`src/rtl/n25q_pkg.sv`:
```
`default_nettype none
// ============================================================================
// Module      : n25q_pkg
// Description : Shared opcodes, default terminal addresses and FSM state
//               encodings for the N25Q page-program sequencer.
// Revision    : 1.0 - initial release
// ============================================================================
package n25q_pkg;

    // N25Q command opcodes
    localparam logic [7:0]  OP_WREN = 8'h06;
    localparam logic [7:0]  OP_PP   = 8'h02;
    localparam logic [7:0]  OP_RDSR = 8'h05;

    // Default terminal addresses of the N25Q controller
    localparam logic [15:0] C_DEF_TERM_CTRL = 16'h0010;
    localparam logic [15:0] C_DEF_TERM_DATA = 16'h0011;

    // Page-program sequencer states
    typedef enum logic [3:0] {
        S_IDLE      = 4'd0,
        S_CHK_LEN   = 4'd1,
        S_WREN_CSLO = 4'd2,
        S_WREN      = 4'd3,
        S_WREN_CSHI = 4'd4,
        S_PP_CSLO   = 4'd5,
        S_PP_HDR    = 4'd6,
        S_PP_DATA   = 4'd7,
        S_PP_CSHI   = 4'd8,
        S_POLL_CSLO = 4'd9,
        S_RDSR      = 4'd10,
        S_POLL_CSHI = 4'd11,
        S_CHECK     = 4'd12,
        S_DONE      = 4'd13,
        S_ERR       = 4'd14
    } pp_state_t;

    // Single-transfer engine states
    typedef enum logic [2:0] {
        X_IDLE   = 3'd0,
        X_SETUP  = 3'd1,
        X_STROBE = 3'd2,
        X_WAIT   = 3'd3,
        X_RDY    = 3'd4,
        X_READ   = 3'd5
    } xfer_state_t;

endpackage
`default_nettype wire

```
`src/rtl/n25q_di_xfer.sv`:
```
`default_nettype none
// ============================================================================
// Module      : n25q_di_xfer
// Description : Issues one register-style transfer on the N25Q di_* bus and
//               waits for the slave to report ready. Address, mode, length
//               and data stay on the bus until the next request.
// Revision    : 1.0 - initial release
// ============================================================================
module n25q_di_xfer
    import n25q_pkg::*;
(
    input  logic        clk,
    input  logic        rst,
    input  logic        i_req,
    input  logic        i_read,
    input  logic        i_ctrl,
    input  logic [15:0] i_term,
    input  logic [31:0] i_reg,
    input  logic [31:0] i_len,
    input  logic [31:0] i_data,
    output logic        o_idle,
    output logic        o_ack,
    output logic [7:0]  o_rdata,
    output logic [15:0] o_di_term_addr,
    output logic [31:0] o_di_reg_addr,
    output logic        o_di_read_mode,
    output logic        o_di_read_req,
    output logic        o_di_read,
    output logic        o_di_write_mode,
    output logic        o_di_write,
    output logic [31:0] o_di_len,
    output logic [31:0] o_di_reg_datai,
    input  logic        i_di_read_rdy,
    input  logic        i_di_write_rdy,
    input  logic [31:0] i_di_reg_datao
);

    xfer_state_t r_state;
    xfer_state_t w_state_nxt;
    logic        r_read;
    logic        r_ctrl;
    logic [7:0]  w_last_byte;

    // The response byte is the last byte of the frame, so its lane follows the length
    always_comb begin
        w_last_byte = i_di_reg_datao[31:24];
        case (o_di_len[1:0])
            2'd1:    w_last_byte = i_di_reg_datao[7:0];
            2'd2:    w_last_byte = i_di_reg_datao[15:8];
            2'd3:    w_last_byte = i_di_reg_datao[23:16];
            default: w_last_byte = i_di_reg_datao[31:24];
        endcase
    end

    // State register, held bus fields and captured read byte
    always_ff @(posedge clk) begin
        if (rst) begin
            r_state         <= X_IDLE;
            r_read          <= 1'b0;
            r_ctrl          <= 1'b0;
            o_rdata         <= 8'd0;
            o_di_term_addr  <= 16'd0;
            o_di_reg_addr   <= 32'd0;
            o_di_read_mode  <= 1'b0;
            o_di_write_mode <= 1'b0;
            o_di_len        <= 32'd0;
            o_di_reg_datai  <= 32'd0;
        end else begin
            r_state <= w_state_nxt;
            if (r_state == X_IDLE && i_req) begin
                r_read          <= i_read;
                r_ctrl          <= i_ctrl;
                o_di_term_addr  <= i_term;
                o_di_reg_addr   <= i_reg;
                o_di_read_mode  <= i_read;
                o_di_write_mode <= ~i_read;
                o_di_len        <= i_len;
                o_di_reg_datai  <= i_data;
            end
            if (r_state == X_RDY && r_read && i_di_read_rdy) begin
                o_rdata <= w_last_byte;
            end
        end
    end

    // Next state and strobes; the slave drops ready one cycle after a strobe,
    // so the cycle after the strobe never trusts ready except for control writes
    always_comb begin
        w_state_nxt   = r_state;
        o_idle        = 1'b0;
        o_ack         = 1'b0;
        o_di_write    = 1'b0;
        o_di_read_req = 1'b0;
        o_di_read     = 1'b0;
        case (r_state)
            X_IDLE: begin
                o_idle = 1'b1;
                if (i_req) w_state_nxt = X_SETUP;
            end
            X_SETUP:  w_state_nxt = X_STROBE;
            X_STROBE: begin
                if (r_read) o_di_read_req = 1'b1;
                else        o_di_write    = 1'b1;
                w_state_nxt = X_WAIT;
            end
            X_WAIT: begin
                if (r_ctrl && i_di_write_rdy) begin
                    o_ack       = 1'b1;
                    w_state_nxt = X_IDLE;
                end else begin
                    w_state_nxt = X_RDY;
                end
            end
            X_RDY: begin
                if (r_read) begin
                    if (i_di_read_rdy) w_state_nxt = X_READ;
                end else if (i_di_write_rdy) begin
                    o_ack       = 1'b1;
                    w_state_nxt = X_IDLE;
                end
            end
            X_READ: begin
                o_di_read   = 1'b1;
                o_ack       = 1'b1;
                w_state_nxt = X_IDLE;
            end
            default: w_state_nxt = X_IDLE;
        endcase
    end

endmodule
`default_nettype wire

```
`src/rtl/n25q_page_prog_seq.sv`:
```
`default_nettype none
// ============================================================================
// Module      : n25q_page_prog_seq
// Description : Page-program sequencer for the N25Q controller: WREN frame,
//               PAGE PROGRAM frame with streamed payload, then RDSR polling
//               until the write-in-progress bit clears.
// Revision    : 1.0 - initial release
// ============================================================================
module n25q_page_prog_seq
    import n25q_pkg::*;
#(
    parameter logic [15:0] TERM_CTRL = C_DEF_TERM_CTRL,
    parameter logic [15:0] TERM_DATA = C_DEF_TERM_DATA,
    parameter logic [31:0] REG_CSB   = 32'd0,
    parameter logic [19:0] POLL_MAX  = 20'd1000000
) (
    input  logic        ifclk,
    input  logic        reset,
    input  logic        start,
    input  logic [23:0] page_addr,
    input  logic [8:0]  nbytes,
    input  logic [31:0] wr_data,
    input  logic        wr_valid,
    output logic        wr_ready,
    output logic        busy,
    output logic        done,
    output logic        error,
    output logic [7:0]  status,
    output logic [15:0] di_term_addr,
    output logic [31:0] di_reg_addr,
    output logic        di_read_mode,
    output logic        di_read_req,
    output logic        di_read,
    output logic        di_write_mode,
    output logic        di_write,
    output logic [31:0] di_len,
    output logic [31:0] di_reg_datai,
    input  logic        di_read_rdy,
    input  logic        di_write_rdy,
    input  logic [31:0] di_reg_datao
);

    pp_state_t   r_state;
    pp_state_t   w_state_nxt;
    logic [23:0] r_addr;
    logic [8:0]  r_nbytes;
    logic [6:0]  r_words_left;
    logic [19:0] r_poll_cnt;
    logic [7:0]  r_status;
    logic        r_issued;

    logic        w_x_req;
    logic        w_x_read;
    logic        w_x_ctrl;
    logic [15:0] w_x_term;
    logic [31:0] w_x_reg;
    logic [31:0] w_x_len;
    logic [31:0] w_x_data;
    logic        w_x_idle;
    logic        w_x_ack;
    logic [7:0]  w_x_rdata;
    logic        w_can_issue;
    logic        w_bad_len;
    logic [31:0] w_pp_len;

    assign w_can_issue = ~r_issued & w_x_idle;
    assign w_bad_len   = (r_nbytes == 9'd0) || (r_nbytes > 9'd256);
    assign w_pp_len    = 32'd4 + 32'(r_nbytes);
    assign status      = r_status;
    assign busy        = (r_state != S_IDLE) && (r_state != S_DONE) && (r_state != S_ERR);
    assign done        = (r_state == S_DONE);
    assign error       = (r_state == S_ERR);

    // State register
    always_ff @(posedge ifclk) begin
        if (reset) r_state <= S_IDLE;
        else       r_state <= w_state_nxt;
    end

    // Request latch, word/poll counters, issue flag and status capture
    always_ff @(posedge ifclk) begin
        if (reset) begin
            r_addr       <= 24'd0;
            r_nbytes     <= 9'd0;
            r_words_left <= 7'd0;
            r_poll_cnt   <= 20'd0;
            r_status     <= 8'd0;
            r_issued     <= 1'b0;
        end else begin
            if (r_state == S_IDLE && start) begin
                r_addr       <= page_addr;
                r_nbytes     <= nbytes;
                r_words_left <= 7'((10'(nbytes) + 10'd3) >> 2);
                r_poll_cnt   <= 20'd0;
            end
            if (w_x_ack)      r_issued <= 1'b0;
            else if (w_x_req) r_issued <= 1'b1;
            if (r_state == S_PP_DATA && w_x_ack) r_words_left <= r_words_left - 7'd1;
            if (r_state == S_RDSR && w_x_ack)    r_status     <= w_x_rdata;
            if (r_state == S_CHECK && r_status[0] && r_poll_cnt < POLL_MAX)
                r_poll_cnt <= r_poll_cnt + 20'd1;
        end
    end

    // Transfer selection per state and sequencing on transfer completion
    always_comb begin
        w_state_nxt = r_state;
        w_x_req     = 1'b0;
        w_x_read    = 1'b0;
        w_x_ctrl    = 1'b0;
        w_x_term    = TERM_DATA;
        w_x_reg     = 32'd0;
        w_x_len     = 32'd0;
        w_x_data    = 32'd0;
        wr_ready    = 1'b0;

        case (r_state)
            S_WREN_CSLO, S_PP_CSLO, S_POLL_CSLO,
            S_WREN_CSHI, S_PP_CSHI, S_POLL_CSHI: begin
                w_x_req  = w_can_issue;
                w_x_ctrl = 1'b1;
                w_x_term = TERM_CTRL;
                w_x_reg  = REG_CSB;
                w_x_len  = 32'd4;
                w_x_data = ((r_state == S_WREN_CSHI) || (r_state == S_PP_CSHI) ||
                            (r_state == S_POLL_CSHI)) ? 32'd1 : 32'd0;
            end
            S_WREN: begin
                w_x_req  = w_can_issue;
                w_x_len  = 32'd1;
                w_x_data = {24'd0, OP_WREN};
            end
            S_PP_HDR: begin
                w_x_req  = w_can_issue;
                w_x_len  = w_pp_len;
                w_x_data = {r_addr[7:0], r_addr[15:8], r_addr[23:16], OP_PP};
            end
            S_PP_DATA: begin
                wr_ready = w_can_issue && (r_words_left != 7'd0);
                w_x_req  = wr_ready && wr_valid;
                w_x_len  = w_pp_len;
                w_x_data = wr_data;
            end
            S_RDSR: begin
                w_x_req  = w_can_issue;
                w_x_read = 1'b1;
                w_x_len  = 32'd2;
                w_x_data = {24'd0, OP_RDSR};
            end
            default: ;
        endcase

        case (r_state)
            S_IDLE:      if (start) w_state_nxt = S_CHK_LEN;
            S_CHK_LEN:   w_state_nxt = w_bad_len ? S_ERR : S_WREN_CSLO;
            S_WREN_CSLO: if (w_x_ack) w_state_nxt = S_WREN;
            S_WREN:      if (w_x_ack) w_state_nxt = S_WREN_CSHI;
            S_WREN_CSHI: if (w_x_ack) w_state_nxt = S_PP_CSLO;
            S_PP_CSLO:   if (w_x_ack) w_state_nxt = S_PP_HDR;
            S_PP_HDR:    if (w_x_ack) w_state_nxt = S_PP_DATA;
            S_PP_DATA:   if (w_x_ack && r_words_left == 7'd1) w_state_nxt = S_PP_CSHI;
            S_PP_CSHI:   if (w_x_ack) w_state_nxt = S_POLL_CSLO;
            S_POLL_CSLO: if (w_x_ack) w_state_nxt = S_RDSR;
            S_RDSR:      if (w_x_ack) w_state_nxt = S_POLL_CSHI;
            S_POLL_CSHI: if (w_x_ack) w_state_nxt = S_CHECK;
            S_CHECK: begin
                if (r_status[0] && r_poll_cnt < POLL_MAX) w_state_nxt = S_POLL_CSLO;
                else if (r_status[0])                     w_state_nxt = S_ERR;
                else                                      w_state_nxt = S_DONE;
            end
            S_DONE, S_ERR: w_state_nxt = S_IDLE;
            default:       w_state_nxt = S_IDLE;
        endcase
    end

    n25q_di_xfer u_xfer (
        .clk             (ifclk),
        .rst             (reset),
        .i_req           (w_x_req),
        .i_read          (w_x_read),
        .i_ctrl          (w_x_ctrl),
        .i_term          (w_x_term),
        .i_reg           (w_x_reg),
        .i_len           (w_x_len),
        .i_data          (w_x_data),
        .o_idle          (w_x_idle),
        .o_ack           (w_x_ack),
        .o_rdata         (w_x_rdata),
        .o_di_term_addr  (di_term_addr),
        .o_di_reg_addr   (di_reg_addr),
        .o_di_read_mode  (di_read_mode),
        .o_di_read_req   (di_read_req),
        .o_di_read       (di_read),
        .o_di_write_mode (di_write_mode),
        .o_di_write      (di_write),
        .o_di_len        (di_len),
        .o_di_reg_datai  (di_reg_datai),
        .i_di_read_rdy   (di_read_rdy),
        .i_di_write_rdy  (di_write_rdy),
        .i_di_reg_datao  (di_reg_datao)
    );

endmodule
`default_nettype wire

```
`config.mk`:
```
export PLATFORM = sky130hd
export DESIGN_NAME = n25q_page_prog_seq
export DESIGN_NICKNAME = d
export VERILOG_FILES = /design/src/rtl/n25q_pkg.sv /design/src/rtl/n25q_di_xfer.sv /design/src/rtl/n25q_page_prog_seq.sv
export SDC_FILE = /design/constraint.sdc
export NUM_CORES = 1
export LEC_CHECK = 0
export CAP_MARGIN = 10
export CORE_MARGIN = 2
export CORE_UTILIZATION = 49
export CTS_BUF_LIST = sky130_fd_sc_hd__clkbuf_4 sky130_fd_sc_hd__clkbuf_8 sky130_fd_sc_hd__clkbuf_16
export CTS_CLUSTER_DIAMETER = 40
export DETAILED_ROUTE_END_ITERATION = 8
export PLACE_DENSITY_LB_ADDON = 0.3
export SLEW_MARGIN = 40
export SYNTH_ARGS = -nofsm -noshare
export SYNTH_HDL_FRONTEND = slang
export SYNTH_SLANG_ARGS = --single-unit
```
`constraint.sdc`:
```
create_clock -name ifclk -period 5.2 [get_ports ifclk]
set_input_delay 1.04 -clock ifclk [delete_from_list [all_inputs] [get_ports ifclk]]
set_output_delay 1.04 -clock ifclk [all_outputs]
set_load 0.02 [all_outputs]
```
; Word level (Yosys, flattened, before mapping)
; Index checks and enable logic that the tools add are counted.
[word_totals]
n_memories = 0
regBits = 167
wordCells = 138
romBits = 0
latch_bits = 0
output_inout_bits = 129
mem_bits_rw = 0
[classes]
n_reduce_logical = 31
bitwise = 3
n_mux = 44
addsub = 4
n_mul = 0
div_mod_pow = 0
shifts = 0
eq_ne = 39
n_lt_le_gt_ge = 2
[ops]
columns = operator, count
row1 = one-hot mux 32 bit (5 select lines), 1
row2 = one-hot mux 4 bit (13 select lines), 1
row3 = two-way mux 4 bit, 12
row4 = two-way mux 20 bit, 2
row5 = one-hot mux 10 bit (4 select lines), 1
row6 = == test 4 bit (second input constant), 7
row7 = one-hot mux 8 bit (3 select lines), 1
row8 = adder 20 x 1 -> 20 bit (second input constant), 1
row9 = less-than comparator 20 bit (second input constant), 1
row10 = inequality test 2 bit (second input constant), 10
row11 = two-way mux 3 bit, 6
row12 = == test 4 x 3 -> 1 bit (second input constant), 4
row13 = logical AND 1 bit, 15
row14 = one-hot mux 3 bit (5 select lines), 1
row15 = two-way mux 1 bit, 14
row16 = two-way mux 7 bit, 2
row17 = AND reduction 11 bit, 1
row18 = adder 3 x 9 -> 10 bit (first input constant), 1
row19 = adder 9 x 2 -> 9 bit (second input constant), 1
row20 = > comparator 9 bit (second input constant), 1
row21 = logical NOT 9 bit, 1
row22 = OR reduction 9 bit, 1
row23 = == test 4 x 2 -> 1 bit (second input constant), 2
row24 = inequality test 4 bit (second input constant), 2
row25 = other kinds (25), 34

; Logic depth before layout (Yosys ltp)
; Gate-level depths: netlist of the first run.
[depth]
word_depth = 8
ltp_mapped = 10

; By module
; From an unflattened synthesis of the first run, not the netlist that was laid out.
[unflattened]
cells_unflattened = 1109
area_unflattened_um2 = 8750.9
[by_module_without_submodules]
columns = mod, cells_per_inst, instances, area_each_um2, seq_area_each_um2
row1 = n25q_di_xfer, 563, 1, 4600.7, 2522.4
row2 = n25q_page_prog_seq, 546, 1, 4150.2, 1461.4

; Worst setup path after synthesis of the first run
; No wires, ideal clock.
[synth_path]
kind = reg-to-output
startpoint = register r_state[2]
endpoint = output port wr_ready
slack_ps = 2587
arrival_ps = 1573
path_stages_with_launch = 8
cell_sequence = dfxtp_1 > clkbuf_8 > nor2b_1 > and3_1 > buf_2 > clkbuf_1 > nand2_1 > nor2_1
[synth_via]
elab_chain_cells = 2
[synth_rtl]
columns = element, line_no
row1 = from (decl), n25q_page_prog_seq.sv:43  ; pp_state_t r_state;
row2 = from (signal assigned), n25q_page_prog_seq.sv:77  ; else r_state <= w_state_nxt;
row3 = == test 4 x 3 -> 1 bit, n25q_page_prog_seq.sv:117  ; case (r_state)
row4 = two-way mux 1 bit, n25q_page_prog_seq.sv:117
row5 = to (decl), n25q_page_prog_seq.sv:24  ; output logic wr_ready,
; No other way between the ends.

; Worst setup path after layout of the first run
; Same ends and word-level chain as after synthesis.

==> metrics.yaml, run 1 <==
status: "completed"
clk_path_buf_depth: 2
min_period_ns: 3.81
switchingPower_uw: 1580
syn-mean-instance-area_um2: 8.22
hold_buffers: 0
reg2reg_from: "r_state[2]"
final_cell_mix: "clkdlybuf4s50_1 (162), dfxtp_1 (131), nand2_1 (127)"
htreeDepth: 4
via_count: 6056
p_per_area_nw_per_um2: 484
start_util_pct: 50.0
max_slew_margin_pct: 48.1
area_growth_pct: 29.4
slowest_delay_ns: 0.69
synth-main-ff-cell: "dfxtp_1"
hp-class: "reg -> reg"
grt_pass1_wl_um: 26800
tightest_slew_ns: 0.779
crit_slowest_cell: "dfxtp_1"
drive_above_1_share_pct: 6.54
whs_ns: 0.454
post_cts_buffers: 0
startpoint_type: "flip-flop"
clk_latency_ns: 0.42
num-fill-cells: 1180
setup_viol: 0
reg2reg_slack_ns: 2.12
synth_area_um2: 6620
combPwrFrac_pct: 38.6
async_flop_share_pct: 0
ys_seq_area_share_pct: 39.6
max_freq_ghz: 0.262
antenna_found_initial: 0
vdd_drop_max_uv: 287
worst-path-max-fanout: 32
cp.arrival_ns: 2.77
cts_root_buf: "clkbuf_16"
seq_power_share_pct: 33.8
clock_skew_ns: 0.0107
wirelength_um: 17200
worstSetupPathType: "reg -> out"
port_buffers: 163
antenna_left: 0
setup-tns-final_ns: 0
num_antenna_cells: 0
synth_edf_count: 0
wl_per_cell_um: 15.3
finalHoldViolations: 0
cts_buffers: 17
track_usage_pct: 23.2
cts.sinks: 131
first_pass_iters: 5
crit_path_start: "r_state[2]"
layout_commonest_cell: "clkdlybuf4s50_1"
power_frac_clock_pct: 27.6
worstPathCellList: "nor2b_1 > and3_1 > buf_4 > nand2_1 > nor2_1 > clkdlybuf4s50_1"
coreArea_um2: 13200
regArea_um2: 2620
multi_input_area_um2: 3450
power.leakage_uw: 0.00306
die_w_um: 120
cp.required_ns: 4.16
drcViolationCount: 0
drv_cap: 0
ioPinCount: 232
grt_max_degree: 90
dpl.hpwl_um: 11600
fp.dieH_um: 120
slew_violations: 0
viasPerCell: 5.39
grt_pass1_vias: 5524
swShare_pct: 38.0
p_int_uw: 2570
gp_congestion: 0.786
ys_seq_elements: 131
yosysUniqueCellTypes: 66
dieArea_um2: 14500
drt-initial-drc-count: 470
globalRouteOverflowTotal: 0
period_share_pct: 73.3
worst_setup_path_end_kind: "output pin"
cts_tree: "built"
rsz0062_at_grt: "false"
cts-resized-gates: 0
rows: 42
fin_nets: 1045
synthCells: 806
hp-start: "r_addr[19]"
path_delay_family: "buffers and inverters"
ys_warn_count: 0
crit_buf_inv: 2
clk_pin_slew_worst_paths_ns: 0.06
==> worst paths after layout <==
kind | end | cells past startpoint
max | wr_ready | 6
min | r_addr[19] | 2
max reg2reg | u_xfer.o_di_reg_datai[27] | 8
min reg2reg | r_addr[19] | 2
==> worst register-to-register path, stage by stage (launching register included) <==
cell and delay [ns]:
dfxtp_1 0.69, nor2b_1 0.33, and3_1 0.19, buf_4 0.34, a31oi_1 0.17, nor2_2 0.61
buf_4 0.40, nor2_1 0.08, nor3_1 0.19
==> per-stage QoR <==
stage / instance area [um^2] / util, % / cells / worst slack [ns] / total power, uW
floorplan: 6870 / - / 873 / 2.59 / 2530
global placement: 7970 / 60.2 / 1093 / 1.91 / 2980
detailed placement: 7990 / 60.3 / 1093 / 1.82 / 3010
CTS: 8570 / 64.7 / 1124 / 1.39 / 4160
global route: 8570 / 64.7 / 1124 / 1.21 / 4410
finish: 8570 / 64.7 / 1124 / 1.39 / 4150
==> state kept, by name, summed over array words and instances (netlist names) <==
| register | cells |
|---|---|
| r_nbytes | 9 |
| r_words_left | 7 |
| u_xfer.o_di_term_addr | 2 |
| u_xfer.r_state | 3 |
| u_xfer.o_di_reg_datai | 32 |
| status | 8 |
| u_xfer.o_di_write_mode | 1 |
| u_xfer.o_di_len | 10 |
| u_xfer.o_rdata | 8 |
| u_xfer.r_ctrl | 1 |
| r_addr | 24 |
| r_issued | 1 |
| r_state | 4 |
| r_poll_cnt | 20 |
| u_xfer.o_di_read_mode | 1 |
==> area by class of cell <==
cell class | count | share of cell area [%]
clock buffer | 24 | 5.87
clock inverter | 7 | 0.876
inverter | 8 | 0.350
multi-input combinational | 610 | 40.2
sequential | 131 | 30.6
tap | 176 | 2.57
timing repair buffer | 168 | 19.5
==> layer usage <==
metal | global-route usage (%) | up-vias | wire length, um
met4 | 11.3 | 0 | 566
li1 | - | 2968 | -
met1 | 28.6 | 2806 | 7110
met3 | 5.47 | 38 | 1180
met2 | 38.2 | 244 | 8300
met5 | 0 | - | 0
==> logic make-up (layout without fill, tap and decap cells) <==
kind of cell | Yosys count | in the layout | synth area share [%]
simple gates | 334 | 334 | 23.6
buf+inv | 132 | 207 | 12.5
other cells | 1 | 68 | 0.0566
fa+ha+maj | 6 | 6 | 1.13
compound gates | 167 | 167 | 16.5
flops | 131 | 131 | 39.6
xor+xnor | 17 | 17 | 2.25
mux | 18 | 18 | 4.27
==> cells in the mapped netlist, types with 8 or more instances <==
cell / n / area, um^2
mux4_2: 8 / 180
nand2_1: 127 / 477
buf_4: 69 / 518
nand3b_1: 14 / 105
o21ai_0: 11 / 55.1
a21oi_1: 78 / 390
inv_1: 8 / 30.0
nor3_1: 34 / 170
xnor2_1: 9 / 78.8
xor2_1: 8 / 70.1
mux2i_1: 8 / 80.1
buf_2: 8 / 40.0
nand3_1: 35 / 175
o31ai_1: 9 / 67.6
a31oi_1: 8 / 50.1
dfxtp_1: 131 / 2620
nor2_1: 69 / 259
clkbuf_1: 37 / 139
a221oi_1: 24 / 210
==> power by group through the flow <==
stage | Sequential (uW) | Clock [uW] | Combinational (uW)
floorplan | 1470 | 0 | 1060
global placement | 1410 | 0 | 1570
detailed placement | 1420 | 0 | 1590
CTS | 1400 | 1160 | 1610
global route | 1430 | 1210 | 1770
finish | 1400 | 1150 | 1600
No activity file was read; power rests on OpenSTA's default activity.
==> run 2, diff against run 1 <==
- CORE_UTILIZATION: 49 -> 41
- clock period: 5.2 -> 3.45 ns (I/O delays scaled with it)
==> run 2 against run 1 <==
Compared with the run above:
- highest routed layer unchanged
- clock power rose by 58%
- first-iteration DRC count rose by 12%
- non-clock buffer count increased by 7
- total power increased by 53%
- critical endpoint is now busy
==> metrics.yaml, run 2 (synthesized netlist as in run 1, its figures left out) <==
multi_input_area_um2: 3440  # was 3450 um^2
switchingPower_uw: 2420  # was 1580 uW
grt_pass1_vias: 5222  # was 5524
clock_skew_ns: 0.00829  # was 0.0107 ns
rows: 46  # was 42
power_frac_clock_pct: 28.6  # was 27.6%
largest_reg_flops: 32  # unchanged
seq_power_share_pct: 32.9  # was 33.8%
drv_cap: 0  # unchanged
grt_max_degree: 62  # was 90
drcViolationCount: 0  # unchanged
period_share_pct: 90.3
top_regs: "u_xfer.o_di_reg_datai (32), r_addr (24), r_poll_cnt (20)"  # unchanged
slowest_delay_ns: 0.70  # was 0.69 ns
track_usage_pct: 20.1  # was 23.2%
drt-initial-drc-count: 525  # was 470
hold_buffers: 0  # unchanged
cts_buffers: 17  # unchanged
max_slew_margin_pct: 55.6  # was 48.1%
status: "completed"  # unchanged
globalRouteOverflowTotal: 0  # unchanged
start_util_pct: 41.8  # was 50.0%
crit_top_cell: "a21oi_1"
dieArea_um2: 17200  # was 14500 um^2
regArea_um2: 2620  # unchanged
crit_buf_inv: 1  # was 2
total_power_uw: 6360  # was 4150 uW
slew_violations: 0  # unchanged
stdcell_area_um2: 8680  # was 8570 um^2
p_int_uw: 3940  # was 2570 uW
htreeDepth: 4  # unchanged
wl_per_cell_um: 15.0  # was 15.3 um
fin_nets: 1052  # was 1045
antenna_left: 0  # unchanged
tightest_slew_ns: 0.667  # was 0.779 ns
wirelength_um: 17600  # was 17200 um
port_buffers: 163  # unchanged
hp-class: "reg -> reg"  # unchanged
dpl.hpwl_um: 12200  # was 11600 um
antenna_found_initial: 0  # unchanged
max_freq_ghz: 0.321
grt_pass1_wl_um: 27000  # was 26800 um
final_cell_mix: "clkdlybuf4s50_1 (162), dfxtp_1 (131), nand2_1 (127)"  # unchanged
post_cts_buffers: 0  # unchanged
clk_pin_slew_worst_paths_ns: 0.06  # about the same
crit_slowest_cell: "dfxtp_1"  # unchanged
coreArea_um2: 15800  # was 13200 um^2
min_period_ns: 3.11
p_per_area_nw_per_um2: 732  # was 484 nW/um^2
viasPerCell: 5.11  # was 5.39
largest_register: "u_xfer.o_di_reg_datai"  # unchanged
worstPathCellList: "nand2b_1 > a21oi_1 > a21oi_1 > clkdlybuf4s50_1"  # was nor2b_1 > and3_1 > buf_4 > nand2_1 > nor2_1 > clkdlybuf4s50_1
rsz0062_at_grt: "false"  # unchanged
num_antenna_cells: 0  # unchanged
cts.sinks: 131  # unchanged
clk_latency_ns: 0.42  # about the same
startpoint_type: "flip-flop"  # unchanged
layout_commonest_cell: "clkdlybuf4s50_1"  # unchanged
clk_path_buf_depth: 2  # unchanged
finalHoldViolations: 0  # unchanged
cp.required_ns: 2.76  # was 4.16 ns
first_pass_iters: 7  # was 5
placedInstanceArea_um2: 8080  # was 7990 um^2
cts_root_buf: "clkbuf_16"  # unchanged
via_count: 5993  # was 6056
power.leakage_uw: 0.00310  # was 0.00306 uW
cts-resized-gates: 0  # unchanged
drive_above_1_share_pct: 7.22  # was 6.54%
worst_setup_path_end_kind: "output pin"  # unchanged
swShare_pct: 38.0  # about the same
setup-tns-final_ns: 0  # unchanged
combPwrFrac_pct: 38.6  # about the same
ioPinCount: 232  # unchanged
area_growth_pct: 31.1  # was 29.4%
vdd_drop_max_uv: 392  # was 287 uV
fp.dieH_um: 131  # was 120 um
setup_viol: 0  # unchanged
final_util_pct: 54.9  # was 64.7%
num-fill-cells: 1544  # was 1180
gp_congestion: 0.797  # was 0.786
worstSetupPathType: "reg -> out"  # unchanged
path_delay_family: "flip-flops"  # was buffers and inverters
cts_tree: "built"  # unchanged
worst-path-max-fanout: 20  # was 32
cp.arrival_ns: 2.42  # was 2.77 ns
die_w_um: 131  # was 120 um
[run 2: cell types whose count changed in the layout (fill, tap and decap cells not counted), sizes merged]
cell      delta
clkbuf       -3
bufinv       +1
clkinvlp     +1
buf          +7
inv          +2
[run 2: stage by stage]
| step | hold WS [ns] | instances | setup slack (ns) |
|---|---|---|---|
| after floorplan | 0.432 | 873 | 1.19 |
| after global placement | 0.441 | 1140 | 0.693 |
| after detailed placement | 0.445 | 1140 | 0.665 |
| after CTS | 0.453 | 1172 | 0.319 |
| after global routing | 0.469 | 1172 | 0.155 |
| final | 0.449 | 1172 | 0.336 |
[run 2: worst paths after layout]
path	from	to	slack, ns	cells past startpoint
worst max-delay path	r_state[0]	busy	0.34	4
worst min-delay path	u_xfer.o_di_reg_datai[1]	u_xfer.o_di_reg_datai[1]	0.45	2
worst max register to register	r_words_left[2]	u_xfer.o_di_reg_datai[25]	1.01	6
worst min register to register	u_xfer.o_di_reg_datai[1]	u_xfer.o_di_reg_datai[1]	0.45	2
[run 2: worst register-to-register path: cells and delay by family, from the launching register on]
family | cells | cell delay, ns
simple gates | 4 | 1.48
compound gates | 2 | 0.53
flops | 1 | 0.36
[run 2: area by class of cell]
type / count / area share (%)
Multi-Input combinational cell: 610 / 39.6
Sequential cell: 131 / 30.2
Timing Repair Buffer: 175 / 19.8
Clock buffer: 21 / 5.46
Tap cell: 216 / 3.11
Clock inverter: 11 / 1.46
Inverter: 8 / 0.346
[run 2: power groups by stage]
stage                     logic [uW]  registers, uW  clock network (uW)
final                           2450           2090                1820
after global placement          2440           2110                   0
after CTS                       2460           2090                1850
after floorplan                 1600           2210                   0
after global routing            2720           2140                1930
after detailed placement        2450           2120                   0
[run 2: layer usage]
| metal | track usage (%) | share of wire, % | vias up |
|---|---|---|---|
| met3 | 4.46 | 6.3 | 28 |
| met1 | 27.1 | 45 | 2784 |
| met2 | 31.5 | 46 | 197 |
| met5 | 0 | 0 | - |
| met4 | 7.82 | 2.4 | 0 |
| li1 | - | - | 2984 |
==> run 3, diff against run 2 <==
- GPL_TIMING_DRIVEN: not set -> 0
==> run 3 against run 2 <==
Compared with the run above:
- hold slack gained 0.0059 ns
- first-iteration DRC count fell by 10%
- combinational power increased by 14%
- total power up 8.3%
- routed wire length rose by 13%
- die area stayed put
- clock-buffer cell count decreased by 2
- utilization grew 4.8 points
- flip-flop and latch count unchanged
- clock skew decreased by 0.00098 ns
- via count rose by 9.8%
- non-clock buffer count increased by 111
- critical path type unchanged
- largest cell class unchanged
- largest power group unchanged
- highest routed layer unchanged
==> metrics.yaml, run 3 (synthesized netlist as in run 1, its figures left out) <==
status: "completed"  # unchanged
cts_buffers: 17  # unchanged
gp_congestion: 0.939  # was 0.797
cts.sinks: 131  # unchanged
area_growth_pct: 42.7  # was 31.1%
drive_above_1_share_pct: 12.9  # was 7.22%
worst-path-max-fanout: 14  # was 20
period_share_pct: 93.9  # was 90.3%
final_cell_mix: "clkdlybuf4s50_1 (163), dfxtp_1 (131), nand2_1 (127)"  # was clkdlybuf4s50_1 (162), dfxtp_1 (131), nand2_1 (127)
p_int_uw: 4330  # was 3940 uW
fin_nets: 1163  # was 1052
coreArea_um2: 15800  # unchanged
max_slew_margin_pct: 42.2  # was 55.6%
worst_setup_path_end_kind: "output pin"  # unchanged
regArea_um2: 2620  # unchanged
finalHoldViolations: 0  # unchanged
largest_reg_flops: 32  # unchanged
power.leakage_uw: 0.00357  # was 0.00310 uW
clk_path_buf_depth: 2  # unchanged
cp.arrival_ns: 2.55  # was 2.42 ns
setup-tns-final_ns: 0  # unchanged
drt-initial-drc-count: 470  # was 525
grt_max_degree: 17  # was 62
slowest_delay_ns: 0.63  # was 0.70 ns
post_cts_buffers: 0  # unchanged
max_freq_ghz: 0.309  # was 0.321 GHz
rsz0062_at_grt: "false"  # unchanged
htreeDepth: 4  # unchanged
viasPerCell: 5.13  # was 5.11
clock_skew_ns: 0.00731  # was 0.00829 ns
antenna_found_initial: 0  # unchanged
wirelength_um: 19900  # was 17600 um
startpoint_type: "flip-flop"  # unchanged
ioPinCount: 232  # unchanged
cts_root_buf: "clkbuf_16"  # unchanged
cts-resized-gates: 0  # unchanged
swShare_pct: 37.1  # was 38.0%
dpl.hpwl_um: 14700  # was 12200 um
min_period_ns: 3.24  # was 3.11 ns
drcViolationCount: 0  # unchanged
worstPathCellList: "clkbuf_8 > nor2b_1 > and3_1 > buf_2 > nand2_1 > nor2_1 > clkdlybuf4s50_1"  # was nand2b_1 > a21oi_1 > a21oi_1 > clkdlybuf4s50_1
cp.required_ns: 2.76  # about the same
tightest_slew_ns: 0.859  # was 0.667 ns
top_regs: "u_xfer.o_di_reg_datai (32), r_addr (24), r_poll_cnt (20)"  # unchanged
cts_tree: "built"  # unchanged
port_buffers: 163  # unchanged
final_util_pct: 59.7  # was 54.9%
wl_per_cell_um: 15.5  # was 15.0 um
hold_buffers: 0  # unchanged
worstSetupPathType: "reg -> out"  # unchanged
first_pass_iters: 6  # was 7
num_antenna_cells: 0  # unchanged
antenna_left: 0  # unchanged
largest_register: "u_xfer.o_di_reg_datai"  # unchanged
hp-class: "reg -> reg"  # unchanged
clk_pin_slew_worst_paths_ns: 0.06  # about the same
num-fill-cells: 1442  # was 1544
clk_latency_ns: 0.42  # about the same
dieArea_um2: 17200  # unchanged
die_w_um: 131  # unchanged
multi_input_area_um2: 3420  # was 3440 um^2
seq_power_share_pct: 29.3  # was 32.9%
combPwrFrac_pct: 40.5  # was 38.6%
globalRouteOverflowTotal: 0  # unchanged
start_util_pct: 41.8  # unchanged
crit_slowest_cell: "clkdlybuf4s50_1"  # was dfxtp_1
track_usage_pct: 22.3  # was 20.1%
layout_commonest_cell: "clkdlybuf4s50_1"  # unchanged
via_count: 6579  # was 5993
switchingPower_uw: 2560  # was 2420 uW
grt_pass1_vias: 5748  # was 5222
p_per_area_nw_per_um2: 729  # was 732 nW/um^2
rows: 46  # unchanged
fp.dieH_um: 131  # unchanged
grt_pass1_wl_um: 29600  # was 27000 um
drv_cap: 0  # unchanged
vdd_drop_max_uv: 370  # was 392 uV
slew_violations: 0  # unchanged
setup_viol: 0  # unchanged
reg2reg_slack_ns: 0.54  # was 1.01 ns
power_frac_clock_pct: 30.2  # was 28.6%
run 3: per-layer routing:
metal,global-route usage [%],up-vias,share of wire (%)
li1,-,3207,-
met1,28.8,3048,42
met2,36.9,282,47
met3,4.71,42,8.0
met4,8.51,0,2.3
met5,0,-,0
run 3: area by class of cell:
cell class	count	share of cell area (%)
inverters	8	0.318
plain buffers	123	8.43
well taps	216	2.86
clock inverters	12	2.41
multi-input cells	610	36.2
repair buffers	163	17.3
flip-flops and latches	131	27.8
clock buffers	19	4.73
run 3: path summary, 6_finish.rpt:
kind | from | endpoint | depth (start not counted)
hold reg to reg | u_xfer.o_di_reg_datai[5] | u_xfer.o_di_reg_datai[5] | 2
setup / recovery | r_state[2] | wr_ready | 7
hold / removal | u_xfer.o_di_reg_datai[5] | u_xfer.o_di_reg_datai[5] | 2
setup reg to reg | r_state[2] | u_xfer.o_di_len[0] | 9
run 3: power groups by stage:
stage	clock network (uW)	logic, uW	registers, uW
after floorplan	0	1600	2210
after global placement	0	2740	2040
final	2080	2790	2020
after global routing	2160	3050	2060
after detailed placement	0	2760	2040
after CTS	2100	2780	2010
run 3: stage by stage:
| stage | hold WS [ns] | power (uW) | cells | instance area [um^2] | worst slack (ns) |
|---|---|---|---|---|---|
| global placement | 0.438 | 4770 | 1252 | 8770 | 0.265 |
| floorplan | 0.432 | 3810 | 873 | 6870 | 1.19 |
| detailed placement | 0.445 | 4810 | 1252 | 8770 | 0.233 |
| CTS | 0.453 | 6890 | 1282 | 9450 | 0.181 |
| global route | 0.474 | 7270 | 1282 | 9450 | 0.0903 |
| finish | 0.455 | 6890 | 1282 | 9450 | 0.209 |
run 3: worst max-delay path: cells and delay by family, from the launching register on:
| family | cells | cell delay (ns) |
|---|---|---|
| AND/OR/NAND/NOR | 4 | 0.70 |
| flip-flops | 1 | 0.32 |
| buffers and inverters | 3 | 1.11 |
